### config.mk
export PLATFORM = sky130hd
export DESIGN_NAME = mem_stage
export DESIGN_NICKNAME = d
export VERILOG_FILES = /design/src/rtl/mem_stage.sv
export SDC_FILE = /design/constraint.sdc
export NUM_CORES = 1
export LEC_CHECK = 0
export BUFFER_PORTS_ARGS = -buffer_cell sky130_fd_sc_hd__clkbuf_2
export CAP_MARGIN = 10
export CORE_AREA = 4 4 140 142
export CTS_BUF_LIST = sky130_fd_sc_hd__clkbuf_16
export DETAILED_ROUTE_END_ITERATION = 10
export DIE_AREA = 0 0 144 146
export PLACE_DENSITY = 0.72
export SLEW_MARGIN = 15
export SYNTH_ARGS = -nofsm -noshare
export SYNTH_HDL_FRONTEND = slang
export SYNTH_SLANG_ARGS = --single-unit
### constraint.sdc
create_clock -name clk -period 4.8 [get_ports clk]
set_clock_uncertainty 0.1 [all_clocks]
set_input_delay 0.24 -clock clk [delete_from_list [all_inputs] [get_ports clk]]
set_output_delay 0.24 -clock clk [all_outputs]
set_load 0.05 [all_outputs]
### src/rtl/mem_stage.sv
// Memory stage: EX/MM and MM/WB pipeline registers plus a word load/store
// engine over a variable-latency req/ack port with a bounded wait.
module mem_stage #(
    parameter int unsigned TIMEOUT     = 16,
    parameter logic [31:0] LD_ERR_DATA = 32'h0000_0000
) (
    input  logic        clk,
    input  logic        rst,
    input  logic        busy_ex,
    input  logic [1:0]  MM_in,
    input  logic [3:0]  WB_in,
    input  logic [4:0]  dst_in,
    input  logic        result_P,
    input  logic [31:0] result_I,
    input  logic [31:0] result_F,
    input  logic [31:0] Wdata,
    output logic        mem_req,
    output logic        mem_we,
    output logic [31:0] mem_addr,
    output logic [31:0] mem_wdata,
    input  logic        mem_ack,
    input  logic [31:0] mem_rdata,
    output logic        stall_mm,
    output logic        mem_err,
    output logic        pval_mm,
    output logic [31:0] rval_mm,
    output logic [31:0] fval_mm,
    output logic [3:0]  WB_mm,
    output logic [4:0]  dst_mm,
    output logic [3:0]  WB_wb,
    output logic [4:0]  dst_wb,
    output logic        pval_wb,
    output logic [31:0] rval_wb,
    output logic [31:0] fval_wb
);
    localparam logic [0:0] ST_IDLE  = 1'b0;
    localparam logic [0:0] ST_WAIT  = 1'b1;
    localparam logic [7:0] CNT_LAST = 8'(TIMEOUT - 1);

    // EX/MM register
    logic [1:0]  mm_q, mm_d;
    logic [3:0]  wb_q, wb_d;
    logic [4:0]  dst_q, dst_d;
    logic        p_q, p_d;
    logic [31:0] i_q, i_d;
    logic [31:0] f_q, f_d;
    logic [31:0] wdata_q, wdata_d;

    // MM/WB register
    logic [3:0]  wbwb_q, wbwb_d;
    logic [4:0]  dstwb_q, dstwb_d;
    logic        pwb_q, pwb_d;
    logic [31:0] rwb_q, rwb_d;
    logic [31:0] fwb_q, fwb_d;

    logic [0:0]  state_q, state_d;
    logic [7:0]  cnt_q, cnt_d;

    logic        active;
    logic        timeout_hit;
    logic        complete;
    logic [31:0] ld_data;

    assign active      = (mm_q == 2'b01) || (mm_q == 2'b10);
    assign timeout_hit = active && (state_q == ST_WAIT) && !mem_ack && (cnt_q == CNT_LAST);
    assign complete    = active && (mem_ack || timeout_hit);
    // An ack with no request outstanding must never leak into the load mux.
    assign ld_data     = (active && mem_ack) ? mem_rdata : LD_ERR_DATA;

    assign stall_mm  = active && !complete;
    assign mem_req   = active;
    assign mem_we    = (mm_q == 2'b10);
    assign mem_addr  = i_q;
    assign mem_wdata = wdata_q;
    assign mem_err   = timeout_hit;

    assign pval_mm = p_q;
    assign rval_mm = i_q;
    assign fval_mm = f_q;
    assign WB_mm   = wb_q;
    assign dst_mm  = dst_q;

    assign WB_wb   = wbwb_q;
    assign dst_wb  = dstwb_q;
    assign pval_wb = pwb_q;
    assign rval_wb = rwb_q;
    assign fval_wb = fwb_q;

    always_comb begin
        mm_d    = mm_q;
        wb_d    = wb_q;
        dst_d   = dst_q;
        p_d     = p_q;
        i_d     = i_q;
        f_d     = f_q;
        wdata_d = wdata_q;
        if (!stall_mm) begin
            if (busy_ex) begin
                mm_d    = 2'b00;
                wb_d    = 4'b0000;
                dst_d   = 5'd0;
                p_d     = 1'b0;
                i_d     = 32'd0;
                f_d     = 32'd0;
                wdata_d = 32'd0;
            end else begin
                mm_d    = MM_in;
                wb_d    = WB_in;
                dst_d   = dst_in;
                p_d     = result_P;
                i_d     = result_I;
                f_d     = result_F;
                wdata_d = Wdata;
            end
        end
    end

    always_comb begin
        wbwb_d  = 4'b0000;
        dstwb_d = 5'd0;
        pwb_d   = 1'b0;
        rwb_d   = 32'd0;
        fwb_d   = 32'd0;
        if (!stall_mm) begin
            wbwb_d  = wb_q;
            dstwb_d = dst_q;
            pwb_d   = p_q;
            rwb_d   = wb_q[3] ? ld_data : i_q;
            fwb_d   = wb_q[3] ? ld_data : f_q;
        end
    end

    // The counter holds the number of request cycles already spent in the access.
    always_comb begin
        state_d = state_q;
        cnt_d   = cnt_q;
        case (state_q)
            ST_IDLE: begin
                cnt_d = 8'd0;
                if (active && !mem_ack) begin
                    state_d = ST_WAIT;
                    cnt_d   = 8'd1;
                end
            end
            ST_WAIT: begin
                if (complete || !active) begin
                    state_d = ST_IDLE;
                    cnt_d   = 8'd0;
                end else begin
                    cnt_d = cnt_q + 8'd1;
                end
            end
            default: begin
                state_d = ST_IDLE;
                cnt_d   = 8'd0;
            end
        endcase
    end

    always_ff @(posedge clk) begin
        if (rst) begin
            mm_q    <= 2'b00;
            wb_q    <= 4'b0000;
            dst_q   <= 5'd0;
            p_q     <= 1'b0;
            i_q     <= 32'd0;
            f_q     <= 32'd0;
            wdata_q <= 32'd0;
            wbwb_q  <= 4'b0000;
            dstwb_q <= 5'd0;
            pwb_q   <= 1'b0;
            rwb_q   <= 32'd0;
            fwb_q   <= 32'd0;
            state_q <= ST_IDLE;
            cnt_q   <= 8'd0;
        end else begin
            mm_q    <= mm_d;
            wb_q    <= wb_d;
            dst_q   <= dst_d;
            p_q     <= p_d;
            i_q     <= i_d;
            f_q     <= f_d;
            wdata_q <= wdata_d;
            wbwb_q  <= wbwb_d;
            dstwb_q <= dstwb_d;
            pwb_q   <= pwb_d;
            rwb_q   <= rwb_d;
            fwb_q   <= fwb_d;
            state_q <= state_d;
            cnt_q   <= cnt_d;
        end
    end
endmodule

# Word-level counts from Yosys, hierarchy flattened
# Cells that the tools add are included.
totals:
  regBits: 191
  input_bits: 144
  elab_cells: 49
  output_inout_bits: 216
classes:
  reduce_logical: 14
  muxes: 16
  add_sub_neg: 1
  eq_ne: 3
  bitwise: 1
op_table:
  columns: ["operator", "n"]
  rows:
  - ["32-bit 2-to-1 mux", 6]
  - ["8-bit case mux with 2 select lines", 1]
  - ["8-bit by 1-bit adder with 8-bit output (second input constant)", 1]
  - ["8-bit by 4-bit == test with 1-bit output (second input constant)", 1]
  - ["8-bit 2-to-1 mux", 1]
  - ["1-bit logical AND", 7]
  - ["5-bit 2-to-1 mux", 1]
  - ["1-bit 2-to-1 mux", 4]
  - ["4-bit 2-to-1 mux", 1]
  - ["1-bit zero test", 3]
  - ["1-bit logical OR", 3]
  - ["2-bit by 1-bit == test with 1-bit output (second input constant)", 1]
  - ["2-bit == test (second input constant)", 1]
  - ["2-bit 2-to-1 mux", 1]
  - ["1-bit case mux with 2 select lines", 1]
  - ["2-bit OR reduction", 1]
  - ["1-bit inverter", 1]

# Logic depth before layout (Yosys ltp)
# Gate-level depths: netlist of run 1.
logic_depth:
  depth_word: 10
  depth_mapped: 8

# Worst setup path before layout of run 1
# No wires, ideal clock.
synth_path:
  path_type: "reg2out"
  start: "register cnt_q[0]"
  end: "output port mem_err"
  path_buffers: 0
  path_slack_ns: 2.183
  path_stages_with_launch: 4
  arrival_time_ns: 2.277
  cell_sequence: "dfxtp_1 > ha_1 > nand4bb_2 > nor4_1"
synth_via:
  elab_chain_len: 2
synth_lines:
  columns: ["item", "line_no", "source"]
  rows:
  - ["start, declared", "57", "logic [7:0] cnt_q, cnt_d;"]
  - ["start signal, assigned", "190", "cnt_q <= cnt_d;"]
  - ["8-bit by 4-bit == test with 1-bit output", "65", "assign timeout_hit = active && (state_q == ST_WAIT) && !mem_ack && (cnt_q == CNT_LAST);"]
  - ["1-bit logical AND", "65", null]
  - ["end, declared", "24", "output logic mem_err,"]
# Every way passes these cells.

# Final worst setup path of run 1
layout_path:
  start: "register mm_q[0]"
  end: "output port stall_mm"
layout_via:
  elab_chain_len: 9
  word_cells_on_any_way: 10
layout_lines:
  columns: ["item", "line_no", "source"]
  rows:
  - ["start, declared", "41", "logic [1:0] mm_q, mm_d;"]
  - ["start signal, assigned", "177", "mm_q <= mm_d;"]
  - ["2-bit by 1-bit == test with 1-bit output or 2-bit == test (tied branches)", "64", "assign active = (mm_q == 2'b01) || (mm_q == 2'b10);"]
  - ["1-bit logical OR *", "64", null]
  - ["1-bit logical AND (3 in series)", "65", null]
  - ["1-bit logical OR", "66", "assign complete = active && (mem_ack || timeout_hit);"]
  - ["1-bit logical AND", "66", null]
  - ["1-bit zero test", "70", "assign stall_mm = active && !complete;"]
  - ["1-bit logical AND *", "70", null]
  - ["end, declared", "23", "output logic stall_mm,"]
# Every way passes the cells marked *; elsewhere a longest branch is shown, timed or not.

==> reports/results.txt, run 1 <==
largest net degree at the start of global routing - 105
grt ovf - 0
CTS resizes - 0
DR WL/cell - 18.1 um
Sink Count - 191
All-Layer GR Usage - 21.3%
met2 usage - 34.8%
share of cells above drive strength 1 - 39.1%
Non-Filler Instances - 1296
Worst-path clk slew - 0.07 ns
Final Max Tran Viols - 0
Crit. End Element - output pin
die width - 144 um
ys async rst share - 0%
Mapped Cells - 745
R2R Path End - fval_mm[2]
vias in the first global route - 6569
Fmax achieved - 349 MHz
Static Leak - 4.56 nW
met3 Usage GRT - 7.26%
arrival time worst endpoint - 2.52 ns
max_cap viols - 0
relative slew slack - 36.3%
CP cell instances - inv_1 -> ha_1 -> nor2_1 -> o21ai_4 -> inv_2 -> clkbuf_2
commonest non-fill, non-tap cell in the layout - clkbuf_2
n_diodes - 0
Post-CTS Setup Bufs - 0
area grow syn2layout - 32.4%
mean area per synthesized cell - 10.1 um2
hold path endpoint - fval_wb[6]
largest area contributor in the netlist - dfxtp_1
top_reg_cell synth - dfxtp_1
maximum buffer depth of the clock tree - 2
drt pass-1 iters - 4
first-pass GRT wire length - 35.8 mm
slew at the pin closest to its max-slew limit - 0.955 ns
RSZ-0062 raised after global routing - false
Die Y - 146 um
placed inst area - 9110 um2
critical path's slowest cell - inv_2
DRT Wirelength - 23.4 mm
Critical Path Max Stage Delay - 0.67 ns
Ports - 360
Hold Crit Depth - 3
row count - 50
PD cells - 380 nW/um2
Core Util, Final - 54.0%
Post-synth EDFFs - 0
antenna-violating nets left - 0
final period utilization - 59.7%
Area contributors post-synth - dfxtp_1 51%, a22o_1 12%, nor3b_1 11%
Peak supply drop - 257 uV
htree depth - 4
Power Total - 3.79 mW
port buffer count - 359
CP required - 4.46 ns
Seq/Total Area, Yosys - 50.8%
CTS tree - built
setup_tns - 0 ns
layout net count - 1195
Num CTS Buffers - 17
Starting DRT DRC Count - 391
crit-path max FO - 47
post-route cell area - 9960 um2
busiest grt layer - met2
Netlist Area Pre-Place - 7520 um2
internal reg-to-reg setup slack - 2.01 ns
worst reg-to-reg path cell count - 6
hold slack - 0.0239 ns
pre-CTS setup slack - 2.04 ns
share of the synthesized area in the top cell type - 50.8%
Via density - 5.24
Ys Warns - 0
Worst-Skew Late Latency - 0.42 ns
die area - 21000 um2
DPL Wire Length - 15.8 mm
residual DRC count - 0
FF-to-FF Start - mm_q[0]
cts hold-fix bufs - 24
Hold Fails Final Rpt - 0
setup ws final - 1.94 ns
placed cells - 1239
worst min path class - in -> reg
minimum clock period - 2.86 ns
commonest cells after routing, fill and taps aside - 357 x clkbuf_2, 190 x dfxtp_1, 109 x nor3b_1
critical path class - reg -> out
status - completed
met1 usage - 25.8%
CTS root buf - clkbuf_16
core area - 18500 um2
post-synthesis register bit count - 191
final setup vio count - 0
Worst Hold Launch - mem_rdata[6]
RePlAce Congestion - 0.851
Syn Nets - 891
synth unique cells - 31
DR vias - 6785
initial antenna violation count - 1
Starting Density - 40.8%
Setup crit start kind - register
-- cells in the mapped netlist (5+ instances only) --
library cell    n
dfxtp_1       191
nor3b_1       109
a22o_1         99
a21oi_1        67
nor2b_1        64
clkbuf_1       55
nor3_1         55
buf_4          34
buf_2          14
nor3_2         10
a32o_1          9
nor2_1          5
-- how the worst max path moves through the flow --
| stage | from | end | slack [ns] | cells past startpoint |
|---|---|---|---|---|
| detailed placement | mm_q[0] | cnt_q[0] | 2.04 | 6 |
| finish | mm_q[0] | stall_mm | 1.94 | 6 |
| CTS | mm_q[0] | stall_mm | 1.88 | 6 |
| global route | mm_q[0] | stall_mm | 1.79 | 6 |
| floorplan | cnt_q[0] | mem_err | 2.18 | 3 |
| global placement | mm_q[0] | cnt_q[0] | 2.18 | 6 |
-- critical path: cells and delay by family, from the launching register on --
| family | cells | cell delay, ns |
|---|---|---|
| flip-flops | 1 | 0.34 |
| AO/OA/AOI/OAI | 1 | 0.08 |
| adder cells (fa/ha/maj) | 1 | 0.34 |
| buffers and inverters | 3 | 1.14 |
| AND/OR/NAND/NOR | 1 | 0.18 |
-- registers in the layout (all words and copies together), names as in the netlist --
| signal | count |
|---|---|
| dst_mm | 5 |
| dst_wb | 5 |
| fval_mm | 32 |
| WB_wb | 4 |
| state_q | 1 |
| mem_addr | 32 |
| rval_wb | 32 |
| cnt_q | 8 |
| WB_mm | 4 |
| fval_wb | 32 |
| pval_mm | 1 |
| pval_wb | 1 |
| mem_wdata | 32 |
| mm_q | 2 |
-- area by class of cell --
class / instances / area, um2
inverter: 3 / 11.3
timing repair buffer: 392 / 2120
clock buffer: 17 / 425
sequential: 191 / 3820
tap: 234 / 293
multi-input combinational: 444 / 3120
fill: 1695 / 8490
clock inverter: 15 / 174
-- cell families after synthesis --
logic type / count (synthesis) / share of synthesized area (%)
compound gates: 182 / 17.9
xor+xnor: 3 / 0.349
fa+ha+maj: 2 / 0.333
buf+inv: 110 / 7.82
flops: 191 / 50.8
simple gates: 257 / 22.8
-- report_power, final --
part	internal, mW	switching (mW)	total (mW)
clock	0.788	0.657	1.44
combinational	0.186	0.461	0.647
sequential	1.65	0.0454	1.69
-- per-layer routing --
layer	wire, um	up-vias	share of wire, %
li1	-	3273	-
met1	9730	3182	42
met2	11200	288	48
met3	1940	40	8.3
met4	597	2	2.5
met5	13	-	0.055
(Power assumes the default switching activity.)
==> run 2: changes to the inputs <==
Settings changed: CORE_AREA 4 4 140 142 to default, CORE_MARGIN from default to 4, CORE_UTILIZATION from default to 42, DIE_AREA 0 0 144 146 to default, PLACE_DENSITY 0.72 to 0.77.
Clock period 4.8 ns to 2.5 ns, I/O delays scaled along.
==> reports/results.txt, run 2 (synthesized netlist as in run 1, its figures left out) <==
Via density - 5.30 (+1.3%)
switching part of the total power - 29.6% (-1.2 points)
first-pass GRT wire length - 37.9 mm (+6.0%)
DR WL/cell - 18.2 um (+0.85%)
Die Y - 142 um (-2.8%)
Worst-path clk slew - 0.07 ns (about the same)
antenna-violating nets left - 0 (unchanged)
Peak supply drop - 603 uV (+140%)
die area - 20100 um2 (-4.3%)
maximum buffer depth of the clock tree - 2 (unchanged)
Ports - 360 (unchanged)
max_cap viols - 0 (unchanged)
Starting Density - 43.2% (+2.4 points)
port buffer count - 359 (unchanged)
Worst-Skew Late Latency - 0.42 ns (about the same)
RePlAce Congestion - 0.841 (-1.2%)
Non-Filler Instances - 1332 (+2.8%)
share of cells above drive strength 1 - 38.1% (-0.96 points)
hold path endpoint - mem_wdata[19]
worst min path class - in -> reg
Hold Fails Final Rpt - 0 (unchanged)
CTS root buf - clkbuf_16
initial antenna violation count - 0 (-1)
part of the power in registers - 44.4% (-0.4 points)
vias in the first global route - 7208 (+9.7%)
PD cells - 699 nW/um2 (+84%)
core area - 17400 um2 (-5.6%)
Crit. End Element - output pin
placed inst area - 9260 um2 (+1.6%)
DRT Wirelength - 24.3 mm (+3.7%)
grt ovf - 0 (unchanged)
commonest non-fill, non-tap cell in the layout - clkbuf_2
arrival time worst endpoint - 2.03 ns (-0.49 ns)
Fmax achieved - 443 MHz
All-Layer GR Usage - 23.4% (+2.2 points)
clock power share - 37.4% (-0.7 points)
Final Max Tran Viols - 0 (unchanged)
cts hold-fix bufs - 62 (+160%)
Starting DRT DRC Count - 340 (-13%)
minimum clock period - 2.26 ns
final setup vio count - 0 (unchanged)
CP required - 2.28 ns (-2.18 ns)
critical path class - reg -> out
combinational power share - 18.1% (+1.0 points)
residual DRC count - 0 (unchanged)
FF-to-FF Start - mm_q[0]
setup_tns - 0 ns (unchanged)
commonest cells after routing, fill and taps aside - 356 x clkbuf_2, 190 x dfxtp_1, 109 x nor3b_1
status - completed
Hold Crit Depth - 3 (unchanged)
layout net count - 1240 (+3.8%)
worst reg-to-reg path cell count - 6 (unchanged)
Num CTS Buffers - 17 (unchanged)
Power Internal - 5.15 mW (+97%)
R2R Path End - mem_addr[12]
CTS resizes - 0 (unchanged)
Sink Count - 191 (unchanged)
slew at the pin closest to its max-slew limit - 0.747 ns (-0.208 ns)
Setup crit start kind - register
busiest grt layer - met2
CTS tree - built
final period utilization - 90.3%
crit-path max FO - 43 (-8.5%)
met3 Usage GRT - 6.71% (-0.56 points)
DPL Wire Length - 16.2 mm (+2.9%)
relative slew slack - 50.2% (+14 points)
Post-CTS Setup Bufs - 0 (unchanged)
Net Sw Power - 2.16 mW (+86%)
Worst Hold Launch - Wdata[19]
placed cells - 1238 (-0.081%)
n_diodes - 0 (unchanged)
drt pass-1 iters - 5 (+1)
Static Leak - 4.79 nW (+4.9%)
die width - 142 um (-1.5%)
area grow syn2layout - 39.2%
htree depth - 4 (unchanged)
row count - 48 (-4.0%)
Core Util, Final - 60.1% (+6.1 points)
DR vias - 7064 (+4.1%)
post-route cell area - 10500 um2 (+5.1%)
met1 usage - 27.4% (+1.6 points)
RSZ-0062 raised after global routing - false
met2 usage - 40.1% (+5.3 points)
largest net degree at the start of global routing - 68 (-35%)
internal reg-to-reg setup slack - 0.41 ns (-1.60 ns)
run 2: how the worst max path moves through the flow:
stage / start / to / slack, ns / cells after the start
CTS: mm_q[0] / stall_mm / 0.22 / 7
finish: mm_q[0] / stall_mm / 0.24 / 7
global route: mm_q[0] / stall_mm / 0.10 / 7
global placement: mm_q[0] / fval_mm[16] / 0.54 / 6
floorplan: mm_q[0] / rval_wb[22] / 0.49 / 7
detailed placement: mm_q[0] / fval_mm[13] / 0.46 / 6
run 2: through the flow:
| stage | hold WS, ns | setup slack (ns) | total power, mW |
|---|---|---|---|
| finish | 0.0167 | 0.243 | 7.32 |
| CTS | 0.0000298 | 0.218 | 7.37 |
| global placement | 0.262 | 0.536 | 4.55 |
| floorplan | 0.179 | 0.492 | 4.21 |
| global route | 0.00319 | 0.103 | 7.58 |
| detailed placement | 0.268 | 0.461 | 4.56 |
run 2: final cells by class:
| cell class | count | area (um2) |
|---|---|---|
| clock buffer | 17 | 425 |
| clock inverter | 15 | 166 |
| fill | 1454 | 6940 |
| inverter | 3 | 11.3 |
| multi-input combinational | 444 | 3130 |
| sequential | 191 | 3820 |
| tap | 225 | 282 |
| timing repair buffer | 437 | 2640 |
run 2: critical path, stage by stage (launching register included):
cell and delay, ns:
dfxtp_1 0.34, inv_1 0.05, ha_1 0.36, nor2_1 0.21, o21ai_4 0.12, inv_2 0.09
buf_12 0.24, buf_12 0.18
run 2: power by group through the flow:
| stage | clock (mW) | sequential, mW | combinational, mW |
|---|---|---|---|
| 5_1_grt | 2.92 | 3.27 | 1.40 |
| 3_3_place_gp | 0 | 3.32 | 1.23 |
| 3_5_place_dp | 0 | 3.32 | 1.24 |
| 4_1_cts | 2.80 | 3.25 | 1.32 |
| 2_1_floorplan | 0 | 3.73 | 0.487 |
| 6_report | 2.74 | 3.25 | 1.33 |
run 2: per-layer routing:
metal / wire, um / vias up
li1: - / 3355
met1: 9600 / 3308
met5: 0 / -
met2: 11900 / 344
met3: 1990 / 57
met4: 813 / 0
